$ cat config.mk
export PLATFORM = sky130hd
export DESIGN_NAME = data_mem_pipe
export DESIGN_NICKNAME = d
export VERILOG_FILES = /design/src/rtl/data_mem_pipe.sv
export SDC_FILE = /design/constraint.sdc
export NUM_CORES = 1
export LEC_CHECK = 0
export BUFFER_PORTS_ARGS = -buffer_cell sky130_fd_sc_hd__buf_2
export CAP_MARGIN = 20
export CORE_ASPECT_RATIO = 0.5
export CORE_MARGIN = 5
export CORE_UTILIZATION = 40
export DETAILED_ROUTE_END_ITERATION = 7
export MAX_ROUTING_LAYER = met4
export SYNTH_ARGS = -nofsm -noshare
export SYNTH_HDL_FRONTEND = slang
export SYNTH_SLANG_ARGS = --single-unit
$ cat constraint.sdc
create_clock -name clk -period 3.3 [get_ports clk]
set_clock_uncertainty 0.05 [all_clocks]
set_input_delay 0.165 -clock clk [delete_from_list [all_inputs] [get_ports clk]]
set_output_delay 0.165 -clock clk [all_outputs]
set_load 0.01 [all_outputs]
$ cat src/rtl/data_mem_pipe.sv
// Handshaked single-port data RAM with lane write masks, self-clearing init sweep.
// Optional per-lane even parity is built in when DMEM_PARITY_EN is defined.
module data_mem_pipe #(
    parameter int DATA_W = 4,
    parameter int LANE_W = 4,
    parameter int ADDR_W = 4
) (
    input  logic                       clk,
    input  logic                       rst,
    input  logic                       req_valid,
    output logic                       req_ready,
    input  logic                       req_write,
    input  logic [ADDR_W-1:0]          req_addr,
    input  logic [DATA_W-1:0]          req_wdata,
    input  logic [DATA_W/LANE_W-1:0]   req_wmask,
    output logic                       rsp_valid,
    input  logic                       rsp_ready,
    output logic [DATA_W-1:0]          rsp_rdata,
    output logic                       init_done,
    output logic                       par_err
);

    localparam int NLANES = DATA_W / LANE_W;
    localparam int DEPTH  = 2 ** ADDR_W;

    localparam logic [0:0] ST_INIT = 1'b0;
    localparam logic [0:0] ST_RUN  = 1'b1;

    logic [0:0]        state_r;
    logic [ADDR_W-1:0] init_cnt_r;
    logic              init_done_r;
    logic              rsp_valid_r;
    logic [DATA_W-1:0] rsp_rdata_r;
    logic [DATA_W-1:0] mem_r [DEPTH];

    logic              accept_s;
    logic              wr_acc_s;
    logic              rd_acc_s;
    logic [DATA_W-1:0] wr_word_s;

`ifdef DMEM_PARITY_EN
    logic [NLANES-1:0] par_r [DEPTH];
    logic [NLANES-1:0] wr_par_s;
    logic              rd_perr_s;
    logic              par_err_r;

    function automatic logic lane_parity(input logic [LANE_W-1:0] d);
        return ^d;
    endfunction
`endif

    // A stalled response blocks new requests; rsp_ready is the only combinational path.
    assign req_ready = init_done_r && !(rsp_valid_r && !rsp_ready);
    assign accept_s  = req_valid && req_ready;
    assign wr_acc_s  = accept_s && req_write;
    assign rd_acc_s  = accept_s && !req_write;

    assign rsp_valid = rsp_valid_r;
    assign rsp_rdata = rsp_rdata_r;
    assign init_done = init_done_r;

    // Merge masked lanes of the write data into the currently stored word
    always_comb begin
        wr_word_s = mem_r[req_addr];
        for (int i = 0; i < NLANES; i++) begin
            wr_word_s[i*LANE_W +: LANE_W] = req_wmask[i] ? req_wdata[i*LANE_W +: LANE_W]
                                                          : mem_r[req_addr][i*LANE_W +: LANE_W];
        end
    end

    // Init sweep sequencing and RUN entry
    always_ff @(posedge clk) begin
        if (rst) begin
            state_r     <= ST_INIT;
            init_cnt_r  <= {ADDR_W{1'b0}};
            init_done_r <= 1'b0;
        end else begin
            case (state_r)
                ST_INIT: begin
                    init_cnt_r <= init_cnt_r + ADDR_W'(1'b1);
                    if (init_cnt_r == {ADDR_W{1'b1}}) begin
                        state_r     <= ST_RUN;
                        init_done_r <= 1'b1;
                    end
                end
                ST_RUN: begin
                    init_done_r <= 1'b1;
                end
                default: begin
                    state_r     <= ST_INIT;
                    init_cnt_r  <= {ADDR_W{1'b0}};
                    init_done_r <= 1'b0;
                end
            endcase
        end
    end

    // Storage array: zero sweep during INIT, masked writes afterwards
    always_ff @(posedge clk) begin
        if (!rst) begin
            if (state_r == ST_INIT) begin
                mem_r[init_cnt_r] <= {DATA_W{1'b0}};
            end else if (wr_acc_s) begin
                mem_r[req_addr] <= wr_word_s;
            end
        end
    end

`ifdef DMEM_PARITY_EN
    // Fresh parity for written lanes; untouched lanes keep their stored bit so errors persist
    always_comb begin
        wr_par_s  = par_r[req_addr];
        rd_perr_s = 1'b0;
        for (int i = 0; i < NLANES; i++) begin
            wr_par_s[i] = req_wmask[i] ? lane_parity(req_wdata[i*LANE_W +: LANE_W])
                                       : par_r[req_addr][i];
            rd_perr_s   = rd_perr_s |
                          (lane_parity(mem_r[req_addr][i*LANE_W +: LANE_W]) != par_r[req_addr][i]);
        end
    end

    // Parity storage follows the data array
    always_ff @(posedge clk) begin
        if (!rst) begin
            if (state_r == ST_INIT) begin
                par_r[init_cnt_r] <= {NLANES{1'b0}};
            end else if (wr_acc_s) begin
                par_r[req_addr] <= wr_par_s;
            end
        end
    end

    assign par_err = par_err_r;
`else
    assign par_err = 1'b0;
`endif

    // Response register: load on read accept, hold while stalled, clear once taken
    always_ff @(posedge clk) begin
        if (rst) begin
            rsp_valid_r <= 1'b0;
            rsp_rdata_r <= {DATA_W{1'b0}};
`ifdef DMEM_PARITY_EN
            par_err_r   <= 1'b0;
`endif
        end else if (rd_acc_s) begin
            rsp_valid_r <= 1'b1;
            rsp_rdata_r <= mem_r[req_addr];
`ifdef DMEM_PARITY_EN
            par_err_r   <= rd_perr_s;
`endif
        end else if (rsp_valid_r && rsp_ready) begin
            rsp_valid_r <= 1'b0;
        end
    end

endmodule

-- Word level (Yosys, flattened, before mapping)
Memory sizes are Yosys's and may differ from the RTL's.
Index checks and enable logic that the tools add are counted.
- register bits: 11
- bits in writable memories: 64
- input port bits: 14
- output and inout port bits: 8
- word-level logic and storage cells: 38
- memories kept: 1
- $add $sub $neg: 1
- eq/ne operators: 2
- multiplexer cells: 17
- bitwise gates (word level): 1
- reduce and logical (&&, ||, !) cells: 11
- memory list (memory ; words ; bits a word ; rd ports ; clocked after memory_dff ; write ports ; RTL line ; text):
    mem_r ; 16 ; 4 ; 1 ; 0 ; 1 ; 34 ; logic [DATA_W-1:0] mem_r [DEPTH];
- operator list (kind ; count):
    1-bit 2-to-1 mux ; 13
    4-bit 2-to-1 mux ; 3
    1-bit logical AND ; 6
    4-bit by 1-bit adder with 4-bit output (second input constant) ; 1
    4-bit equality test (second input constant) ; 1
    4-bit OR reduction ; 1
    1-bit zero test ; 3
    2-bit != test (second input constant) ; 1
    1-bit case mux with 2 select lines ; 1
    2-bit nonzero test ; 1
    1-bit inverter ; 1

-- Depth between registers and ports, before layout
- depth after elaboration: 12
- depth in mapped cells: 6
- depth with buffers taken out: 4

-- Worst setup path before layout
OpenSTA, ideal clock, no wires.
- path type: input port to flip-flop
- from: in req_addr[2]
- to: mem mem_r[0][0], data pin
- setup time: 291 ps
- data arrival time: 1701 ps
- required time: 2959 ps
- setup slack: 1258 ps
- cell stages on the path: 6
- path buffers: 2
- cells stage by stage: buf_6 buf_12 mux2i_1 mux4_2 o32a_1 a21oi_1
- RTL lines (what ; RTL line ; text):
    start: declaration ; 13 ; input logic [ADDR_W-1:0] req_addr,
    end: declaration ; 34 ;

-- Worst setup path in the final report
- from: reg state_r
- to: mem mem_r[11][1], enable pin
- word-level cells in the longest chain between the ends: 5
- elaborated cells on any way between the ends: 9
- those cells by class: mux: 8; reduce/logical: 1
- RTL lines (what ; RTL line ; text):
    start: declaration ; 29 ; logic [0:0] state_r;
    start signal: assignment ; 74 ; state_r <= ST_INIT;
    start signal: assignment ; 82 ; state_r <= ST_RUN;
    start signal: assignment ; 90 ; state_r <= ST_INIT;
    1-bit 2-to-1 mux ; 101 ; if (state_r == ST_INIT) begin
    1-bit 2-to-1 mux ; 100 ; if (!rst) begin
    1-bit 2-to-1 mux (implied by the code) ; 104 ; mem_r[req_addr] <= wr_word_s;
    4-bit OR reduction (no source line) ; -- ;
    4-bit 2-to-1 mux (no source line) or 1-bit 2-to-1 mux (tied branches) ; -- ;
Parallel ways exist; a longest one is shown, timed or not.

==> impl_metrics.yaml <==
die:
  io-pin-count: 22
  die_h_um: 73.5
  die_w_um: 137
  start_util_pct: 40.8
  num_rows: 23
  core_um2: 7910
  die_area_um2: 10100
clock_network:
  worstSkewPairLatency_ns: 0.33
  tritoncts: "done"
  cts_setup_buffers: 0
  htree_levels: 3
  root_buffer: "clkbuf_16"
  cts_hold_buffers: 0
  clk_pin_slew_worst_paths_ns: 0.06
  cts_resized: 0
  clock-sinks: 75
  cts_inserted_buffers: 9
  cts_buffer_depth: 2
place:
  io_buffers: 20
  gp_congestion: 0.851
  dp_hpwl_um: 4830
  dp_cells: 340
min_path:
  hold_depth: 2
  hold_path.class: "in -> reg"
finish:
  fill_cells: 666
  fin_nets: 255
  final-instance-count-excl-fill: 357
  diodes: 0
  layout-drive-gt1-share_pct: 23.3
  final_util_pct: 47.8
  syn2layout_area_growth_pct: 17.3
yosys:
  synthTopCellsByArea: "edfxtp_1 (60%), mux4_1 (7.3%), dfxtp_1 (6.8%)"
  yosysUniqueCellTypes: 40
  synthMostInstantiatedCell: "edfxtp_1"
  synthTopCellsByCount: "edfxtp_1 (64), nor3_1 (17), mux2i_1 (12), dfxtp_1 (11), nor2_1 (10)"
  synth_top_cell_by_area: "edfxtp_1"
  synth_top_area_share_pct: 59.6
  netlist_area_um2: 3230
  async_reset_ff_share_pct: 0
  syn_area_per_cell_um2: 16.0
  ys_seq_area_share_pct: 66.4
  synth_edf_count: 64
  synth_fp_nets: 217
  postSynthCellCount: 202
  ys_ff_latch: 75
  ys.flop_type: "edfxtp_1"
  yosysWarningCount: 0
route:
  drt_wl_total_um: 6790
  vias_per_cell: 5.28
  routed-via-count: 1884
  postRouteAntennaNets: 0
  drt-pass1-iter-count: 4
  drcViolationCount: 0
  drt_iter0_drc: 166
  routedWlPerCell_um: 19.0
grt:
  grt_pass1_wl_um: 10500
  grt_use_total_pct: 14.8
  antenna_found_initial: 0
  overflow: 0
  grt_pass1_vias: 1864
  grt_max_degree: 26
setup_path:
  rr_worst_depth: 4
  path_class: "reg -> reg"
  cp_top_family: "simple AND/OR/NAND/NOR gates"
  crit_fanout: 9
  cp_slowest_cell: "nor3_1"
  end_kind: "flip-flop"
  crit_chain: "and3b_1 > nand4_1 > a2bb2oi_1 > nor3_1"
  crit_path_max_incr_delay_ns: 0.56
  path_buf_inv: 0
  crit_required_ns: 3.21
  crit_path_start_kind: "flip-flop"
  arrival_ns: 2.34
  cp.depth: 4
power:
  leakage_nw: 1.48
  powerDensity_nw_per_um2: 528
  ir_worst_vdd_uv: 258
  p_total_mw: 2.00
timing:
  period_minus_slack_ns: 2.43
  slew_headroom_pct: 55.2
  setup-violations-final: 0
  setup_tns_ns: 0
  hold-worst-slack_ns: 0.117
  hold_violations: 0
  post-route-period-util_pct: 73.6
  slew_viol_final: 0
  fmax_ghz: 0.412
  rsz0062_at_grt: "false"
  worst_pin_slew_ns: 0.667
outcome:
  status: "finished clean"
job:
  drv_cap: 0
-- metrics by stage --
step	cell area, um2	setup WS, ns
4_1_cts	3780	0.640
3_3_place_gp	3490	0.439
3_5_place_dp	3510	0.438
6_report	3780	0.870
5_1_grt	3780	0.679
2_1_floorplan	3230	1.26
-- report_power, final --
part           leakage, nW  total [mW]  switching [mW]  internal (mW)
clock                0.127       0.869           0.361          0.508
sequential           0.787        1.03         0.00670           1.03
combinational        0.566      0.0981          0.0573         0.0408
-- routing by layer --
| metal | vias up | wire (um) | GRT usage [%] |
|---|---|---|---|
| met2 | 68 | 2960 | 21.7 |
| met3 | 12 | 535 | 4.45 |
| met4 | 0 | 107 | 5.42 |
| li1 | 876 | - | - |
| met5 | - | 0 | - |
| met1 | 928 | 3190 | 19.7 |
-- cell usage in the layout, fill, tap and decap left out, drive strengths merged, types with 2 or more instances in the layout --
cell type / count
edfxtp: 64
a21o: 6
clkbuf: 10
and2: 2
nor3: 17
xor2: 2
a22oi: 8
nand2: 6
mux4: 13
clkinv: 3
buf: 37
mux2i: 12
dfxtp: 11
a2bb2oi: 2
inv: 5
nor2b: 8
a21oi: 9
nor2: 10
clkinvlp: 2
-- flip-flops by register name (all words and copies together) (netlist names) --
| register | cells |
|---|---|
| rsp_rdata | 4 |
| init_done | 1 |
| init_cnt_r | 4 |
| mem_r | 64 |
| state_r | 1 |
| rsp_valid | 1 |
-- final cells by class --
type                            instances  area, um2  area share [%]
Sequential cell                        75       2140            56.6
Multi-Input combinational cell        113        985            26.0
Timing Repair Buffer                   37        231            6.12
Clock buffer                           10        229            6.05
Tap cell                              112        140            3.70
Clock inverter                          6       41.3            1.09
Inverter                                4       15.0           0.397
-- final timing paths --
| path | startpoint | endpoint | slack [ns] |
|---|---|---|---|
| min reg2reg | rsp_rdata[3] | rsp_rdata[3] | 0.40 |
| max reg2reg | state_r | mem_r[11][1] | 0.87 |
| min | rst | init_cnt_r[3] | 0.12 |
| max | state_r | mem_r[11][1] | 0.87 |
-- logic make-up (layout without fill, tap and decap cells) --
| kind of cell | count (synthesis) | after routing | share of synthesized area [%] |
|---|---|---|---|
| xor gates and xnor gates | 3 | 3 | 0.815 |
| AOI/OAI and AO/OA | 32 | 32 | 7.10 |
| buffers and inverters | 14 | 57 | 3.06 |
| and+or+nand+nor | 51 | 51 | 8.26 |
| muxes | 25 | 25 | 13.8 |
| other | 1 | 1 | 0.116 |
| DFF | 75 | 75 | 66.4 |
| adders and majority gates | 1 | 1 | 0.388 |
Note: power is estimated with default switching activity, not from simulation.
